File: src/rtl/fp_div_iter.sv
// Multi-cycle IEEE-754 divider, radix-2 restoring, one quotient bit per cycle, tagged valid/ready.
// Define FPDIV_SUBNORM_EN for gradual underflow; without it subnormal inputs and tiny results flush to zero.
module fp_div_iter #(
    parameter int EXP_W = 8,
    parameter int MAN_W = 23,
    parameter int TAG_W = 4
) (
    input  logic                 clk,
    input  logic                 rst,
    input  logic                 in_valid,
    output logic                 in_ready,
    input  logic [EXP_W+MAN_W:0] in_a,
    input  logic [EXP_W+MAN_W:0] in_b,
    input  logic [TAG_W-1:0]     in_tag,
    output logic                 out_valid,
    input  logic                 out_ready,
    output logic [EXP_W+MAN_W:0] out_y,
    output logic [TAG_W-1:0]     out_tag,
    output logic [4:0]           out_flags
);
    localparam int W  = 1 + EXP_W + MAN_W;
    localparam int EW = EXP_W + 3;
    localparam int XW = EXP_W + 4;
    localparam int QW = MAN_W + 3;
    localparam int RW = MAN_W + 2;
    localparam int CW = $clog2(MAN_W + 4);
    localparam logic signed [XW-1:0] BIAS = XW'(2**(EXP_W-1) - 1);
    localparam logic signed [XW-1:0] EMAX = XW'(2**EXP_W - 1);
    localparam logic [W-1:0] QNAN = {1'b0, {EXP_W{1'b1}}, 1'b1, {(MAN_W-1){1'b0}}};

    typedef enum logic [2:0] {IDLE, PREP, ITER, ROUND, DONE} state_t;

    state_t               state;
    logic [W-1:0]         a_r, b_r;
    logic [TAG_W-1:0]     tag_r;
    logic signed [EW-1:0] ediff;
    logic [MAN_W:0]       mb;
    logic [RW-1:0]        rem;
    logic [QW-1:0]        q;
    logic [CW-1:0]        cnt;

    logic [EXP_W-1:0] ea, eb;
    logic [MAN_W-1:0] fa, fb;
    logic             sign_q;
    logic             a_inf, b_inf, a_nan, b_nan, a_snan, b_snan, a_zero, b_zero;

    assign ea     = a_r[W-2 -: EXP_W];
    assign eb     = b_r[W-2 -: EXP_W];
    assign fa     = a_r[MAN_W-1:0];
    assign fb     = b_r[MAN_W-1:0];
    assign sign_q = a_r[W-1] ^ b_r[W-1];
    assign a_inf  = (&ea) & ~(|fa);
    assign b_inf  = (&eb) & ~(|fb);
    assign a_nan  = (&ea) & (|fa);
    assign b_nan  = (&eb) & (|fb);
    assign a_snan = a_nan & ~fa[MAN_W-1];
    assign b_snan = b_nan & ~fb[MAN_W-1];
`ifdef FPDIV_SUBNORM_EN
    assign a_zero = ~(|ea) & ~(|fa);
    assign b_zero = ~(|eb) & ~(|fb);
`else
    assign a_zero = ~(|ea);
    assign b_zero = ~(|eb);
`endif

    logic [MAN_W:0]       ma_n, mb_n;
    logic signed [EW-1:0] ea_n, eb_n;
`ifdef FPDIV_SUBNORM_EN
    localparam int LZW = $clog2(MAN_W + 1);
    logic [LZW-1:0] sh_a, sh_b;

    function automatic logic [LZW-1:0] lzc(input logic [MAN_W-1:0] f);
        lzc = '0;
        for (int i = 0; i < MAN_W; i++)
            if (f[i]) lzc = LZW'(MAN_W - 1 - i);
    endfunction
`endif

    // Subnormals get their leading one moved to the hidden position; exponent becomes -lz.
    always_comb begin
        ma_n = {1'b1, fa};
        mb_n = {1'b1, fb};
        ea_n = EW'(ea);
        eb_n = EW'(eb);
`ifdef FPDIV_SUBNORM_EN
        sh_a = lzc(fa) + LZW'(1);
        sh_b = lzc(fb) + LZW'(1);
        if (ea == '0) begin
            ma_n = {1'b0, fa} << sh_a;
            ea_n = EW'(1) - EW'(sh_a);
        end
        if (eb == '0) begin
            mb_n = {1'b0, fb} << sh_b;
            eb_n = EW'(1) - EW'(sh_b);
        end
`endif
    end

    logic         spec_hit;
    logic [W-1:0] spec_y;
    logic [4:0]   spec_f;

    always_comb begin
        spec_hit = 1'b1;
        spec_y   = QNAN;
        spec_f   = 5'b0;
        if (a_nan | b_nan)
            spec_f = {a_snan | b_snan, 4'b0};
        else if ((a_zero & b_zero) | (a_inf & b_inf))
            spec_f = 5'b10000;
        else if (a_inf)
            spec_y = {sign_q, {EXP_W{1'b1}}, {MAN_W{1'b0}}};
        else if (b_inf | a_zero)
            spec_y = {sign_q, {(W-1){1'b0}}};
        else if (b_zero) begin
            spec_y = {sign_q, {EXP_W{1'b1}}, {MAN_W{1'b0}}};
            spec_f = 5'b01000;
        end else
            spec_hit = 1'b0;
    end

    logic          ge;
    logic [RW-1:0] diff;
    assign ge   = rem >= {1'b0, mb};
    assign diff = rem - {1'b0, mb};

    logic [MAN_W:0]       m_n;
    logic                 g_n, s_n, nx, tiny, uf, ovf;
    logic signed [XW-1:0] e_n, e_b, e_f;
    logic [MAN_W+1:0]     rnd;
    logic [W-1:0]         r_y;
    logic [4:0]           r_f;
`ifdef FPDIV_SUBNORM_EN
    logic [RW-1:0] sig, sig_sh;
    logic [XW-1:0] sh;
    logic          lost;
`endif

    always_comb begin
        if (q[QW-1]) begin
            m_n = q[QW-1:2];
            g_n = q[1];
            s_n = q[0] | (|rem);
            e_n = $signed({ediff[EW-1], ediff}) + BIAS;
        end else begin
            m_n = q[QW-2:1];
            g_n = q[0];
            s_n = |rem;
            e_n = $signed({ediff[EW-1], ediff}) + BIAS - XW'(1);
        end
        e_b = e_n - XW'(1);
`ifdef FPDIV_SUBNORM_EN
        tiny   = e_n[XW-1] | (e_n == '0);
        sh     = XW'(1) - e_n;
        if (sh > XW'(RW)) sh = XW'(RW);
        sig    = {m_n, g_n};
        sig_sh = sig >> sh;
        lost   = |(sig & ~({RW{1'b1}} << sh));
        if (tiny) begin
            m_n = sig_sh[RW-1:1];
            g_n = sig_sh[0];
            s_n = s_n | lost;
            e_b = '0;
        end
`endif
        rnd = {1'b0, m_n} + {{(MAN_W+1){1'b0}}, g_n & (s_n | m_n[0])};
        nx  = g_n | s_n;
        // Integer part of the rounded significand (0, 1 or 2) folds carry and min-normal promotion.
        e_f = e_b + XW'(rnd[MAN_W+1:MAN_W]);
`ifdef FPDIV_SUBNORM_EN
        uf = tiny & ~rnd[MAN_W] & nx;
`else
        tiny = e_f[XW-1] | (e_f == '0);
        uf   = tiny;
`endif
        ovf = e_f >= EMAX;
        r_y = {sign_q, e_f[EXP_W-1:0], rnd[MAN_W-1:0]};
        r_f = {3'b000, uf, nx};
        if (ovf) begin
            r_y = {sign_q, {EXP_W{1'b1}}, {MAN_W{1'b0}}};
            r_f = 5'b00101;
        end
`ifndef FPDIV_SUBNORM_EN
        if (tiny) begin
            r_y = {sign_q, {(W-1){1'b0}}};
            r_f = 5'b00011;
        end
`endif
    end

    always_ff @(posedge clk) begin
        if (rst) begin
            state     <= IDLE;
            in_ready  <= 1'b1;
            out_valid <= 1'b0;
            out_y     <= '0;
            out_tag   <= '0;
            out_flags <= '0;
        end else begin
            case (state)
                IDLE: if (in_valid) begin
                    a_r      <= in_a;
                    b_r      <= in_b;
                    tag_r    <= in_tag;
                    in_ready <= 1'b0;
                    state    <= PREP;
                end
                PREP: begin
                    ediff <= ea_n - eb_n;
                    mb    <= mb_n;
                    rem   <= {1'b0, ma_n};
                    q     <= '0;
                    cnt   <= '0;
                    if (spec_hit) begin
                        out_y     <= spec_y;
                        out_flags <= spec_f;
                        out_tag   <= tag_r;
                        out_valid <= 1'b1;
                        state     <= DONE;
                    end else
                        state <= ITER;
                end
                ITER: begin
                    rem <= ge ? {diff[RW-2:0], 1'b0} : {rem[RW-2:0], 1'b0};
                    q   <= {q[QW-2:0], ge};
                    cnt <= cnt + CW'(1);
                    if (cnt == CW'(MAN_W + 2)) state <= ROUND;
                end
                ROUND: begin
                    out_y     <= r_y;
                    out_flags <= r_f;
                    out_tag   <= tag_r;
                    out_valid <= 1'b1;
                    state     <= DONE;
                end
                DONE: if (out_ready) begin
                    out_valid <= 1'b0;
                    in_ready  <= 1'b1;
                    state     <= IDLE;
                end
                default: state <= IDLE;
            endcase
        end
    end
endmodule

File: config.mk
export PLATFORM = sky130hd
export DESIGN_NAME = fp_div_iter
export DESIGN_NICKNAME = d
export VERILOG_FILES = /design/src/rtl/fp_div_iter.sv
export SDC_FILE = /design/constraint.sdc
export NUM_CORES = 1
export LEC_CHECK = 0
export CAP_MARGIN = 0
export CORE_MARGIN = 5
export CORE_UTILIZATION = 52
export DETAILED_ROUTE_END_ITERATION = 7
export GPL_TIMING_DRIVEN = 0
export PLACE_DENSITY_LB_ADDON = 0.1
export RECOVER_POWER = 100
export SYNTH_ARGS = -nofsm -noshare
export SYNTH_HDL_FRONTEND = slang
export SYNTH_SLANG_ARGS = --single-unit
File: constraint.sdc
create_clock -name clk -period 7.02 [get_ports clk]
set_clock_uncertainty 0.1 [all_clocks]
set_input_delay 1.404 -clock clk [delete_from_list [all_inputs] [get_ports clk]]
set_output_delay 1.404 -clock clk [all_outputs]
set_load 0.005 [all_outputs]
Word-level counts from Yosys, hierarchy flattened:

Cells that the tools add are included.

* register bits: 202
* input bits: 72
* output and inout bits: 43
* logic and storage cells: 122

* bitwise logic cells: 25
* reductions and logical operators: 20
* order comparisons: 2
* equality and inequality tests: 9
* add/sub/neg operators: 8
* muxes and demuxes: 44

Operator list (number)
* 32-bit two-way mux: 6
* 32-bit case mux with 2 select lines: 1
* 31-bit two-way mux: 2
* 26-bit case mux with 2 select lines: 1
* 25-bit case mux with 2 select lines: 1
* 23-bit OR reduction: 2
* 24-bit by 1-bit adder with 25-bit output: 1
* 25-bit by 24-bit >= comparator with 1-bit output: 1
* 25-bit two-way mux: 1
* 25-bit OR reduction: 1
* 24-bit two-way mux: 1
* 12-bit by 2-bit subtractor with 12-bit output (second input constant): 2
* 24-bit subtractor: 1
* 5-bit two-way mux: 4
* 5-bit case mux with 2 select lines: 2
* 4-bit two-way mux: 4
* 8-bit AND reduction: 2
* 8-bit OR reduction: 2
* 3-bit two-way mux: 5
* 3-bit case mux with 5 select lines: 1
* 12-bit by 2-bit adder with 12-bit output: 1
* 12-bit by 9-bit >= comparator with 1-bit output (second input constant): 1
* 12-bit logical NOT: 1
* 12-bit two-way mux: 1
* 21 further kinds: 63

Longest topological paths before layout:

* depth in word-level cells: 11
* mapped depth: 26

Least setup slack after synthesis:

No wires, ideal clock.

* kind: input-to-reg
* from: input port rst
* to: register cnt[0], enable pin
* library setup time: 0.482 ns
* arrival time: 6.751 ns
* stages on the path: 3
* slack: -0.313 ns
* buffers on the path: 1
* cell sequence: clkbuf_1 -> nor4b_1 -> o21bai_1

* cells in the longest elaborated chain, start to end: 2

Ends and longest elaborated chain
* from (decl): line 9 `input logic rst,`
* 1-bit NOT (no source line)
* 2-bit AND reduction (no source line)
* to (signal assigned): line 226 `cnt <= cnt + CW'(1);`
* to (decl): line 40 `logic [CW-1:0] cnt;`

No other way between the ends.
A chain may end at the register's enable or synchronous reset.

Worst setup path after layout:

* from: register q[25]
* to: register out_y[9]

* cells in the longest elaborated chain, start to end: 9
* elaborated cells on any way between the ends: 15
* classes of those cells: 3 x add/sub; 1 x order compare; 7 x mux; 3 x bitwise; 1 x reduce/logical

Ends and longest elaborated chain
* from (decl): line 39 `logic [QW-1:0] q;`
* from (signal assigned): line 225 `q <= {q[QW-2:0], ge};`
* 1-bit two-way mux / 24-bit two-way mux (equally long branches): line 140 `if (q[QW-1]) begin`
* 1-bit OR: line 166 `rnd = {1'b0, m_n} + {{(MAN_W+1){1'b0}}, g_n & (s_n | m_n[0])};`
* 1-bit bitwise AND: line 166
* 24-bit by 1-bit adder with 25-bit output: line 166
* 12-bit by 2-bit adder with 12-bit output: line 169 `e_f = e_b + XW'(rnd[MAN_W+1:MAN_W]);`
* 12-bit by 9-bit >= comparator with 1-bit output / 12-bit logical NOT (equally long branches): line 176, 173
* 31-bit two-way mux / 1-bit OR (equally long branches): line 179, 173
* 31-bit two-way mux (*): line 184 `if (tiny) begin`
* 32-bit case mux with 2 select lines (*): line 200 `case (state)`
* to (signal assigned): line 215 `out_y <= spec_y;`
* to (signal assigned): line 230 `out_y <= r_y;`
* to (decl): line 17 `output logic [EXP_W+MAN_W:0] out_y,`

Every way passes the cells marked *; elsewhere a longest branch is shown, timed or not.

==> results.cfg <==
[floorplan]
rows = 53
core_area_mm2 = 0.0212
dieWidth_um = 157
dieArea_mm2 = 0.0247
ioPinCount = 115
start_util = 0.532
die_h_um = 157

[power_and_ir_drop]
power_report.internal_total_mw = 2.27
pwr-share-comb = 0.134
p_seq_frac = 0.463
switching_share = 0.248
power.leakage_nw = 5.32
p_per_area_mw_per_mm2 = 223
p_switching_mw = 0.745
p_clk_frac = 0.403
vdd_drop_max_mv = 0.198

[synthesis]
syn_nets = 1188
yosys_register_bits = 202
yosysWarnings = 0
synth_area_per_cell_um2 = 10.6
ys.flop_type = edfxtp_1
synthMuxAreaShare = 0.0359
synth_compound_area_frac = 0.143
synth_area_leaders = edfxtp_1 42%, dfxtp_1 8.2%, ha_1 5.3%
synth-seq-area-share = 0.497
synth_xor_area_frac = 0.0658
synth_top_area_cell = edfxtp_1
synthAdderAreaFrac = 0.0586
yosys.area_share.simple = 0.155
synth_top_family_by_area = simple AND/OR/NAND/NOR gates
ys_types = 87
ys_async_sr_fraction = 0
syn_inst = 1065
synth_area_mm2 = 0.0113
synth_top_area_frac = 0.415
synth_edf_count = 156

[setup_path]
worstSetupEndpointType = register
crit_buf_inv = 5
crit_top_cell = ha_1
crit_fanout = 19
rr_startpoint = q[25]
crit_path_start_kind = register
cp_top_family = compound AO/OA/AOI/OAI gates
crit_type = reg2reg
required_ns = 7.35
slowest_stage = nor4_4
slowest_delay_ns = 0.42
cp-startpoint = q[25]
critical_path_arrival_ns = 6.86

[status]
violations = max-capacitance violations, max-slew violations
status = finished with violations

[route]
num_vias = 8322
drt-pass1-iter-count = 5
initialDrtViolationCount = 483
wl_per_cell_um = 16.8
routed_wl_mm = 25.1
postRouteAntennaNets = 0
drc_errors = 0
viasPerCell = 5.55

[timing]
fin_crit_sh = 0.930
final_max_slew_viol_count = 47
timing.fmax_mhz = 153
rsz0062_at_grt = false
finalSetupViolCount = 0
hold_viol_final = 0
finalCriticalPeriod_ns = 6.53
slew_headroom = -0.512
worst_slew_pin_slew_ns = 2.26

[clock_tree]
clock_latency_ns = 0.52
root_buffer = clkbuf_16
hold_buffers = 0
clkTransAtPathRegs_ns = 0.07
cts_buffers = 23
cts_tree = done
clkSinkCount = 202
htreeDepth = 1
cts_setup_buffers = 0
cts_buffer_depth = 3

[global_route]
track_usage = 0.202
grt_overflow = 0
antenna_found_initial = 0
grt_max_degree = 35
grt_pass1_wl_mm = 40.2
grt_pass1_vias = 7972

[layout]
final_cell_mix = 156 x edfxtp_1, 112 x dlygate4sd3_1, 99 x nand2_1
drive_gt1_frac = 0.0703
syn_to_final_growth_pct = 19.6
instances_no_fill = 1499
fin_area_mm2 = 0.0135
fin_nets = 1332
layout_commonest_cell = edfxtp_1
n_antenna_cell = 0

[hold_path]
hold_class = reg2reg
holdCritStartpoint = b_r[3]

[placed_design]
port_buffers = 114
place_inst = 1460
dpl-instance-area_mm2 = 0.0129
globalplace.congestion = 0.929
hpwlAfterDp_mm = 19.4

[flow_run]
max_cap_violations = 3
-- through the flow --
stage / hold slack (ns) / setup TNS (ns) / power, mW / util / setup WS, ns
global placement: 0.330 / -56.31 / 1.83 / 0.602 / -0.785
detailed placement: 0.336 / -14.43 / 1.84 / 0.608 / -0.495
global route: 0.361 / 0 / 3.14 / 0.636 / 0.0398
CTS: 0.344 / 0 / 3.06 / 0.645 / 0.271
floorplan: 0.327 / 0 / 1.70 / - / 1.02
finish: 0.342 / 0 / 3.01 / 0.636 / 0.492
-- worst paths after layout --
kind / cells past startpoint / to / slack, ns
min reg2reg: 0 / mb[3] / 0.34
min: 0 / mb[3] / 0.34
max reg2reg: 25 / out_y[9] / 0.49
max: 25 / out_y[9] / 0.49
-- synthesized netlist by cell type (4+ instances only) --
cell type and n:
nand4_1 12, nand2b_1 7, nand3_1 27, nor4_1 23
a211oi_2 7, xor2_1 33, nor2b_1 11, clkbuf_1 24
and3_1 27, buf_6 9, nand2_1 99, nor2_1 76
o2111ai_1 4, o21ai_2 20, o21ai_1 30, a21oi_1 52
a21o_1 22, ha_1 48, a211oi_1 10, inv_1 71
o21a_1 6, o21ai_0 20, a2bb2oi_1 4, xnor2_1 48
and2_1 7, o21bai_1 6, nor3_1 20, o31ai_1 6
edfxtp_1 156, a31oi_1 12, dfxtp_1 46, mux2i_1 32
-- logic make-up (layout without fill, tap and decap cells) --
family,count (synthesis),count (layout)
xor gates and xnor gates,83,83
DFF,202,202
adders and majority gates,51,51
AOI/OAI and AO/OA,234,234
muxes,39,39
and+or+nand+nor,344,344
buffers and inverters,112,271
-- area by class of cell --
class	count	area [µm²]
Multi-Input combinational cell	751	5100
Inverter	71	267
Fill cell	1776	7730
Timing Repair Buffer	120	1160
Clock buffer	28	619
Buffer	40	239
Clock inverter	12	148
Sequential cell	202	5610
Tap cell	275	344
-- layer usage --
metal  global-route usage  share of wire  wire (µm)  up-vias
met1                0.284           0.46      11500     3891
met5                    0              0          0        -
met2                0.327           0.46      11700      208
met3               0.0231          0.047       1190       47
met4               0.0688          0.032        814        0
li1                     -              -          -     4176
-- sequential cells by signal, summed over array words and instances (netlist names) --
name	count
cnt	5
b_r	32
out_tag	4
out_y	32
tag_r	4
state	3
ediff	9
out_valid	1
mb	23
rem	25
q	26
out_flags	5
a_r	32
in_ready	1
-- worst register-to-register path: cells and delay by family (launching register included) --
family / cells / cell delay [ns]
AOI/OAI and AO/OA: 7 / 1.76
buffers and inverters: 5 / 1.17
xor gates and xnor gates: 1 / 0.29
DFF: 1 / 0.36
adders and majority gates: 4 / 1.21
and+or+nand+nor: 8 / 1.58
-- power groups by stage --
| stage | registers (mW) | logic [mW] | clock network [mW] |
|---|---|---|---|
| global route | 1.40 | 0.451 | 1.29 |
| finish | 1.39 | 0.404 | 1.21 |
| detailed placement | 1.42 | 0.429 | 0 |
| CTS | 1.39 | 0.431 | 1.24 |
| global placement | 1.42 | 0.410 | 0 |
| floorplan | 1.41 | 0.294 | 0 |
-- repair_timing --
action	CTS	global route
setup endpoints to repair	34	28
pin swaps	0	1
gates cloned	0	0
resized for setup	2	1
Note: power is estimated with default switching activity, not from simulation.
